<file path="config.mk">
export PLATFORM = sky130hd
export DESIGN_NAME = gcd_arbiter
export DESIGN_NICKNAME = d
export VERILOG_FILES = /design/src/rtl/gcd_arbiter.sv
export SDC_FILE = /design/constraint.sdc
export NUM_CORES = 1
export LEC_CHECK = 0
export CAP_MARGIN = 10
export CORE_UTILIZATION = 44
export DETAILED_ROUTE_END_ITERATION = 7
export GPL_TIMING_DRIVEN = 0
export PLACE_DENSITY = 0.85
export SLEW_MARGIN = 20
export SYNTH_ARGS = -nofsm -noshare
export SYNTH_HDL_FRONTEND = slang
export SYNTH_SLANG_ARGS = --single-unit
</file>
<file path="constraint.sdc">
create_clock -name clk -period 6.5 [get_ports clk]
set_clock_uncertainty 0.15 [all_clocks]
set_input_delay 1.3 -clock clk [delete_from_list [all_inputs] [get_ports clk]]
set_output_delay 1.3 -clock clk [all_outputs]
set_load 0.01 [all_outputs]
</file>
<file path="src/rtl/gcd_arbiter.sv">
// rtl/gcd_arbiter.sv - round-robin scheduler sharing one start/done GCD engine among N_REQ requesters
// Optional WAIT timeout enabled by defining GCD_ARB_TIMEOUT_EN.
module gcd_arbiter #(
   parameter int N_REQ   = 4,
   parameter int W       = 8,
   parameter int TIMEOUT = 1023
) (
   input  logic                     clk,
   input  logic                     rst,
   input  logic [N_REQ-1:0]         req_valid,
   input  logic [N_REQ*W-1:0]       req_a,
   input  logic [N_REQ*W-1:0]       req_b,
   output logic [N_REQ-1:0]         gnt,
   output logic [N_REQ-1:0]         resp_valid,
   output logic [W-1:0]             resp_data,
   output logic [$clog2(N_REQ)-1:0] resp_id,
   output logic                     resp_err,
   output logic                     eng_start,
   output logic [W-1:0]             eng_a,
   output logic [W-1:0]             eng_b,
   input  logic                     eng_done,
   input  logic [W-1:0]             eng_result
);

   localparam int IW = $clog2(N_REQ);
   localparam logic [N_REQ-1:0] ONE = N_REQ'(1);

   typedef enum logic [2:0] {
      S_IDLE,
      S_ISSUE,
      S_START,
      S_WAIT,
      S_RESP
   } state_t;

   state_t         state;
   logic [IW-1:0]  ptr;
   logic [IW-1:0]  sel;
   logic [IW-1:0]  pick;
   logic [IW-1:0]  idx;
   logic           found;
   logic [W-1:0]   sel_a;
   logic [W-1:0]   sel_b;

`ifdef GCD_ARB_TIMEOUT_EN
   localparam int CW = $clog2(TIMEOUT + 1);
   localparam logic [CW-1:0] CNT_LAST = CW'(TIMEOUT - 1);
   logic [CW-1:0]  wait_cnt;
`endif

   // First pending requester at or after ptr, searching modulo N_REQ.
   always_comb begin
      found = 1'b0;
      pick  = '0;
      idx   = '0;
      for (int k = 0; k < N_REQ; k++) begin
         idx = IW'((int'(ptr) + k) % N_REQ);
         if (!found && req_valid[idx]) begin
            found = 1'b1;
            pick  = idx;
         end
      end
   end

   always_comb begin
      sel_a = '0;
      sel_b = '0;
      for (int i = 0; i < N_REQ; i++) begin
         if (sel == IW'(i)) begin
            sel_a = req_a[i*W +: W];
            sel_b = req_b[i*W +: W];
         end
      end
   end

   always_ff @(posedge clk or posedge rst) begin
      if (rst) begin
         state      <= S_IDLE;
         ptr        <= '0;
         sel        <= '0;
         gnt        <= '0;
         resp_valid <= '0;
         resp_id    <= '0;
         resp_data  <= '0;
         eng_start  <= 1'b0;
         eng_a      <= '0;
         eng_b      <= '0;
`ifdef GCD_ARB_TIMEOUT_EN
         resp_err   <= 1'b0;
         wait_cnt   <= '0;
`endif
      end else begin
         gnt        <= '0;
         resp_valid <= '0;
         eng_start  <= 1'b0;
`ifdef GCD_ARB_TIMEOUT_EN
         resp_err   <= 1'b0;
`endif
         case (state)
            S_IDLE: begin
               if (found) begin
                  sel   <= pick;
                  gnt   <= ONE << pick;
                  state <= S_ISSUE;
               end
            end
            S_ISSUE: begin
               eng_a <= sel_a;
               eng_b <= sel_b;
               ptr   <= (sel == IW'(N_REQ - 1)) ? '0 : sel + 1'b1;
               // The subtraction engine never terminates on a zero operand.
               if (sel_a == '0 || sel_b == '0) begin
                  resp_data  <= sel_a | sel_b;
                  resp_valid <= ONE << sel;
                  resp_id    <= sel;
                  state      <= S_RESP;
               end else begin
                  eng_start <= 1'b1;
                  state     <= S_START;
               end
            end
            S_START: begin
`ifdef GCD_ARB_TIMEOUT_EN
               wait_cnt <= '0;
`endif
               state <= S_WAIT;
            end
            S_WAIT: begin
               if (eng_done) begin
                  resp_data  <= eng_result;
                  resp_valid <= ONE << sel;
                  resp_id    <= sel;
                  state      <= S_RESP;
               end
`ifdef GCD_ARB_TIMEOUT_EN
               else if (wait_cnt == CNT_LAST) begin
                  resp_data  <= '0;
                  resp_err   <= 1'b1;
                  resp_valid <= ONE << sel;
                  resp_id    <= sel;
                  state      <= S_RESP;
               end else begin
                  wait_cnt <= wait_cnt + 1'b1;
               end
`endif
            end
            S_RESP: state <= S_IDLE;
            default: state <= S_IDLE;
         endcase
      end
   end

`ifndef GCD_ARB_TIMEOUT_EN
   // Constant 0; TIMEOUT has no effect in this build.
   assign resp_err = (TIMEOUT < 0);
`endif

endmodule

</file>
Yosys cells after proc, flatten, opt, wreduce, memory -nomap -nowiden
Index checks and enable logic that the tools add are counted.
{"block": "word_totals", "regBits": 42, "out_inout_bits": 36}
{"block": "op_classes", "shift": 2, "bitwise": 1, "n_reduce_logical": 15, "magnitude_cmp": 4, "eq_ne": 9, "muxes": 42, "n_addsub": 4}
{"op": "$mux W8", "n": 10}
{"op": "$logic_not A8 Y1", "n": 2}
{"op": "$mux W4", "n": 4}
{"op": "$pmux W8 S2", "n": 1}
{"op": "$mux W2", "n": 7}
{"op": "$lt A2 B3 Y1 const B", "n": 4}
{"op": "$pmux W3 S4", "n": 1}
{"op": "$mux W1", "n": 10}
{"op": "$mux W3", "n": 3}
{"op": "$bmux W1 S2", "n": 4}
{"op": "$or A8 B8 Y8", "n": 1}
{"op": "$pmux W4 S2", "n": 1}
{"op": "$shl A1 B2 Y4 const A", "n": 2}
{"op": "$eq A3 B2 Y1 const B", "n": 2}
{"op": "$ne A2 B2 Y1 const B", "n": 3}
{"op": "$add A2 B1 Y2 const B", "n": 2}
{"op": "$add A2 B2 Y2 const B", "n": 2}
{"op": "$eq A2 B2 Y1 const B", "n": 2}
{"op": "$pmux W2 S2", "n": 1}
{"op": "$reduce_and A2 Y1", "n": 2}
{"op": "$eq A3 B1 Y1 const B", "n": 1}
{"op": "$logic_and A1 B1 Y1", "n": 3}
{"op": "$logic_not A1 Y1", "n": 3}
{"op": "$logic_not A3 Y1", "n": 1}
{"op": "other kinds (5)", "n": 5}

Longest topological paths before layout
{"block": "logic_depth", "word_depth": 15, "depth_mapped": 11}

Least setup slack after synthesis
No wires, ideal clock.
{"block": "synth_path", "path_type": "input -> register", "from": "in req_b[23]", "to": "reg resp_data[0]", "arrival_ns": 2.931, "stages": 8, "slack_ns": 3.294, "n_path_buf": 1, "setup_time_ns": 0.125, "path_cell_list": "or3b_1 -> a22oi_1 -> o221ai_1 -> nor4_2 -> o31ai_4 -> inv_2 -> buf_6 -> mux2_4"}
{"block": "synth_via", "elab_chain_len": 6}
{"element": "from (decl)", "line": "12", "rtl": "input logic [N_REQ*W-1:0] req_b,"}
{"element": "$mux W8 (2 in series)", "line": "69", "rtl": "if (sel == IW'(i)) begin"}
{"element": "$logic_not A8 Y1", "line": "112", "rtl": "if (sel_a == '0 || sel_b == '0) begin"}
{"element": "$logic_or A1 B1 Y1", "line": "112"}
{"element": "$ne A2 B2 Y1 (no source line)"}
{"element": "$reduce_and A3 Y1 (no source line)"}
{"element": "to (signal assigned)", "line": "113", "rtl": "resp_data <= sel_a | sel_b;"}
{"element": "to (signal assigned)", "line": "130", "rtl": "resp_data <= eng_result;"}
{"element": "to (decl)", "line": "15", "rtl": "output logic [W-1:0] resp_data,"}
Every way passes these cells.
A chain may end at the register's enable or synchronous reset.

Worst setup path after layout
{"block": "layout_path", "from": "in req_b[23]", "to": "reg resp_data[4]"}
The elaborated chain is that of the path after synthesis.

==> metrics.md <==
| Metric | Value |
|---|---|
| Rows | 26 |
| Final TNS setup | 0 ps |
| Synthesized cell area | 2430 µm² |
| Async set-reset flop share out of synthesis | 100% |
| Number of flops mapped to enable cells by yosys | 0 |
| Main combinational cell family by area after synthesis | compound AO/OA/AOI/OAI gates |
| Critical Path RT | 6540 ps |
| Clk pin slew, worst setup/hold paths | 80 ps |
| Layout cell share with drive strength beyond 1 | 12.9% |
| Synth-to-Final Area Change | 55.5% |
| F_max | 280 MHz |
| H-tree levels | 2 |
| Global-route wire length before repair | 12.7 mm |
| YS warnings | 0 |
| Synth Register Bits | 42 |
| Insertion delay of the later-clocked pin in the worst-skew pair | 290 ps |
| Routed length per instance | 17.6 µm |
| Worst EP arrival | 3610 ps |
| Most frequent cells in the layout | clkdlybuf4s50_1 (113), dfrtp_1 (42), nand2_1 (21), o21ai_0 (20), nor2_1 (19) |
| Lkg Pwr | 1.57 nW |
| Hold Violations, Final | 0 |
| Slew HR | 61.3% |
| Cts repair resizes | 0 |
| Pins over their slew limit | 0 |
| Filler cells | 415 |
| Final Power | 0.00178 W |
| Post-synthesis net count | 333 |
| Crit-path cells | clkdlybuf4s50_1, or3b_1, a22oi_1, o221ai_1, nor4_2, o31ai_4, inv_2, buf_6, mux2_4 |
| Setup bufs post-CTS | 0 |
| Max Cap Viol | 0 |
| Area of the multi-input gates | 1260 µm² |
| Finish-stage setup viols | 0 |
| Gate Count Post-Synth | 250 |
| GRT overflow | 0 |
| Sequential-to-total area share from yosys stat | 43.3% |
| Min Tclk post-route | 3580 ps |
| Compound-Gate Fraction of Synth Area | 23.3% |
| Busiest grt layer | met2 |
| # DRC | 0 |
| Final ANT Viol Nets | 0 |
| DIE HEIGHT | 76.3 µm |
| GRT Resource Usage Total | 27.9% |
| Largest net degree at the start of global routing | 34 |
| Initial core utilization | 46.7% |
| Placer Congestion | 0.855 |
| Xor/xnor share of the synthesized area | 0% |
| DRT iter0 DRCs | 172 |
| Critical-path top delay cell | clkdlybuf4s50_1 |
| Total Wirelength | 7.78 mm |
| CP max stage delay | 390 ps |
| Power per cell area | 472 nW/µm² |
| N_diodes | 0 |
| CTS Buf Count | 5 |
| Grt met2 use | 47.6% |
| Post-synthesis mux area share | 7.05% |
| Worst Setup Start Kind | primary input |
| Detailed Place HPWL | 6.01 mm |
| FF/Latch Area | 1050 µm² |
| IO Count | 115 |
| Worst ir drop on vdd | 216 µV |
| Vias per cell | 5.54 |
| Core region area | 5200 µm² |
| Port Buf Inserts | 113 |
| Clk root buf | clkbuf_8 |
| CP endpoint kind | flip-flop |
| Synth Area in Simple Gates | 19.4% |
| Fin util | 72.6% |
| Netlist cell types | 50 |
| Number of global-route vias before repair | 2519 |
| Crit Path Category | in2reg |
| Top_reg_cell synth | dfrtp_1 |
| Avg Cell Area, Syn | 9.72 µm² |
| Via Count | 2447 |
| Net count reported at finish | 454 |
| Met3 track demand over resource | 5.75% |
| Status | finished clean |
| Initial antenna violation count | 0 |
| CTS sink cnt | 42 |
| Class of the worst hold path | reg2reg |
| Worst-margin pin slew | 576 ps |
| Die width | 76.3 µm |
| Commonest non-fill, non-tap cell in the layout | clkdlybuf4s50_1 |
| Critical Path Fanout Max | 10 |
| TritonCTS clock tree | done |
| Drt first pass iters | 4 |
| Tcrit/Tclk final | 55.0% |
| GR Util met1 | 35.7% |
| Adder-cell share of the synthesized area | 2.06% |
| RSZ-0062 raised after global routing | false |
| Die area | 5820 µm² |
| Hold buffers post-CTS | 0 |
| Clock buffer depth | 2 |
[registers in the layout, indices dropped and copies added, names as in the netlist]
name,flops
resp_id,2
resp_valid,4
eng_b,8
state,3
resp_data,8
gnt,4
sel,2
eng_start,1
eng_a,8
ptr,2
[power by group]
group          switching [W]  total (W)  internal, W
registers          0.0000738   0.000451     0.000377
logic               0.000577    0.00113     0.000549
clock network      0.0000909   0.000206     0.000115
[cells by family (layout without fill, tap and decap cells)]
family	Yosys count	count (layout)
AND/OR/NAND/NOR	85	85
AO/OA/AOI/OAI	82	82
adder cells (fa/ha/maj)	4	4
buffers and inverters	23	145
other	1	1
multiplexers	13	13
flip-flops	42	42
[Yosys cell counts (all sizes together) (2+ instances only)]
cell type | n | area, µm²
a221oi | 9 | 85.1
o22ai | 17 | 106
or2 | 12 | 75.1
buf | 7 | 56.3
o31ai | 3 | 36.3
nand2 | 21 | 78.8
and2 | 10 | 65.1
and3b | 4 | 35.0
a21oi | 5 | 25.0
nand3 | 2 | 10.0
a21o | 3 | 22.5
a31oi | 8 | 50.1
mux2 | 12 | 161
clkbuf | 7 | 26.3
dfrtp | 42 | 1050
nor4 | 2 | 33.8
o221ai | 4 | 35.0
or3b | 3 | 26.3
nor3 | 2 | 10.0
o21ai | 20 | 100
nand2b | 6 | 37.5
inv | 9 | 33.8
a22oi | 3 | 22.5
ha | 4 | 50.1
o211ai | 2 | 15.0
nor2 | 19 | 71.3
[per-layer routing]
| layer | up-vias | wire length [µm] |
|---|---|---|
| met2 | 102 | 3790 |
| li1 | 1157 | - |
| met3 | 16 | 507 |
| met5 | - | 0 |
| met1 | 1172 | 3310 |
| met4 | 0 | 173 |
[worst max-delay path: cells and delay by family]
family / cells / cell delay [ps]
AND/OR/NAND/NOR: 2 / 730
buffers and inverters: 3 / 660
AO/OA/AOI/OAI: 3 / 610
multiplexers: 1 / 310
[metrics by stage]
step	worst slack, ps	std cells	hold WS (ps)	area, µm²
2_1_floorplan	3290	250	294	2430
3_3_place_gp	2640	433	313	3650
3_5_place_dp	2620	434	320	3670
4_1_cts	2930	442	337	3780
5_1_grt	2770	442	355	3780
6_report	2920	442	335	3780
[final timing paths]
| path | startpoint | endpoint | slack [ps] | cells past startpoint |
|---|---|---|---|---|
| max | req_b[23] | resp_data[4] | 2920 | 9 |
| min | eng_a[0] | eng_a[0] | 330 | 2 |
| max reg2reg | sel[0] | resp_data[4] | 3260 | 11 |
| min reg2reg | eng_a[0] | eng_a[0] | 330 | 2 |
| max in group asynchronous | rst | resp_valid[1] | 4660 | 3 |
| min in group asynchronous | rst | resp_data[1] | 1090 | 2 |
[layout make-up]
class / count / area share, %
Buffer: 14 / 2.19
Clock buffer: 6 / 1.92
Clock inverter: 2 / 0.993
Inverter: 9 / 0.894
Multi-Input combinational cell: 185 / 33.4
Sequential cell: 42 / 27.8
Tap cell: 70 / 2.32
Timing Repair Buffer: 114 / 30.5
No activity file was read; power rests on OpenSTA's default activity.
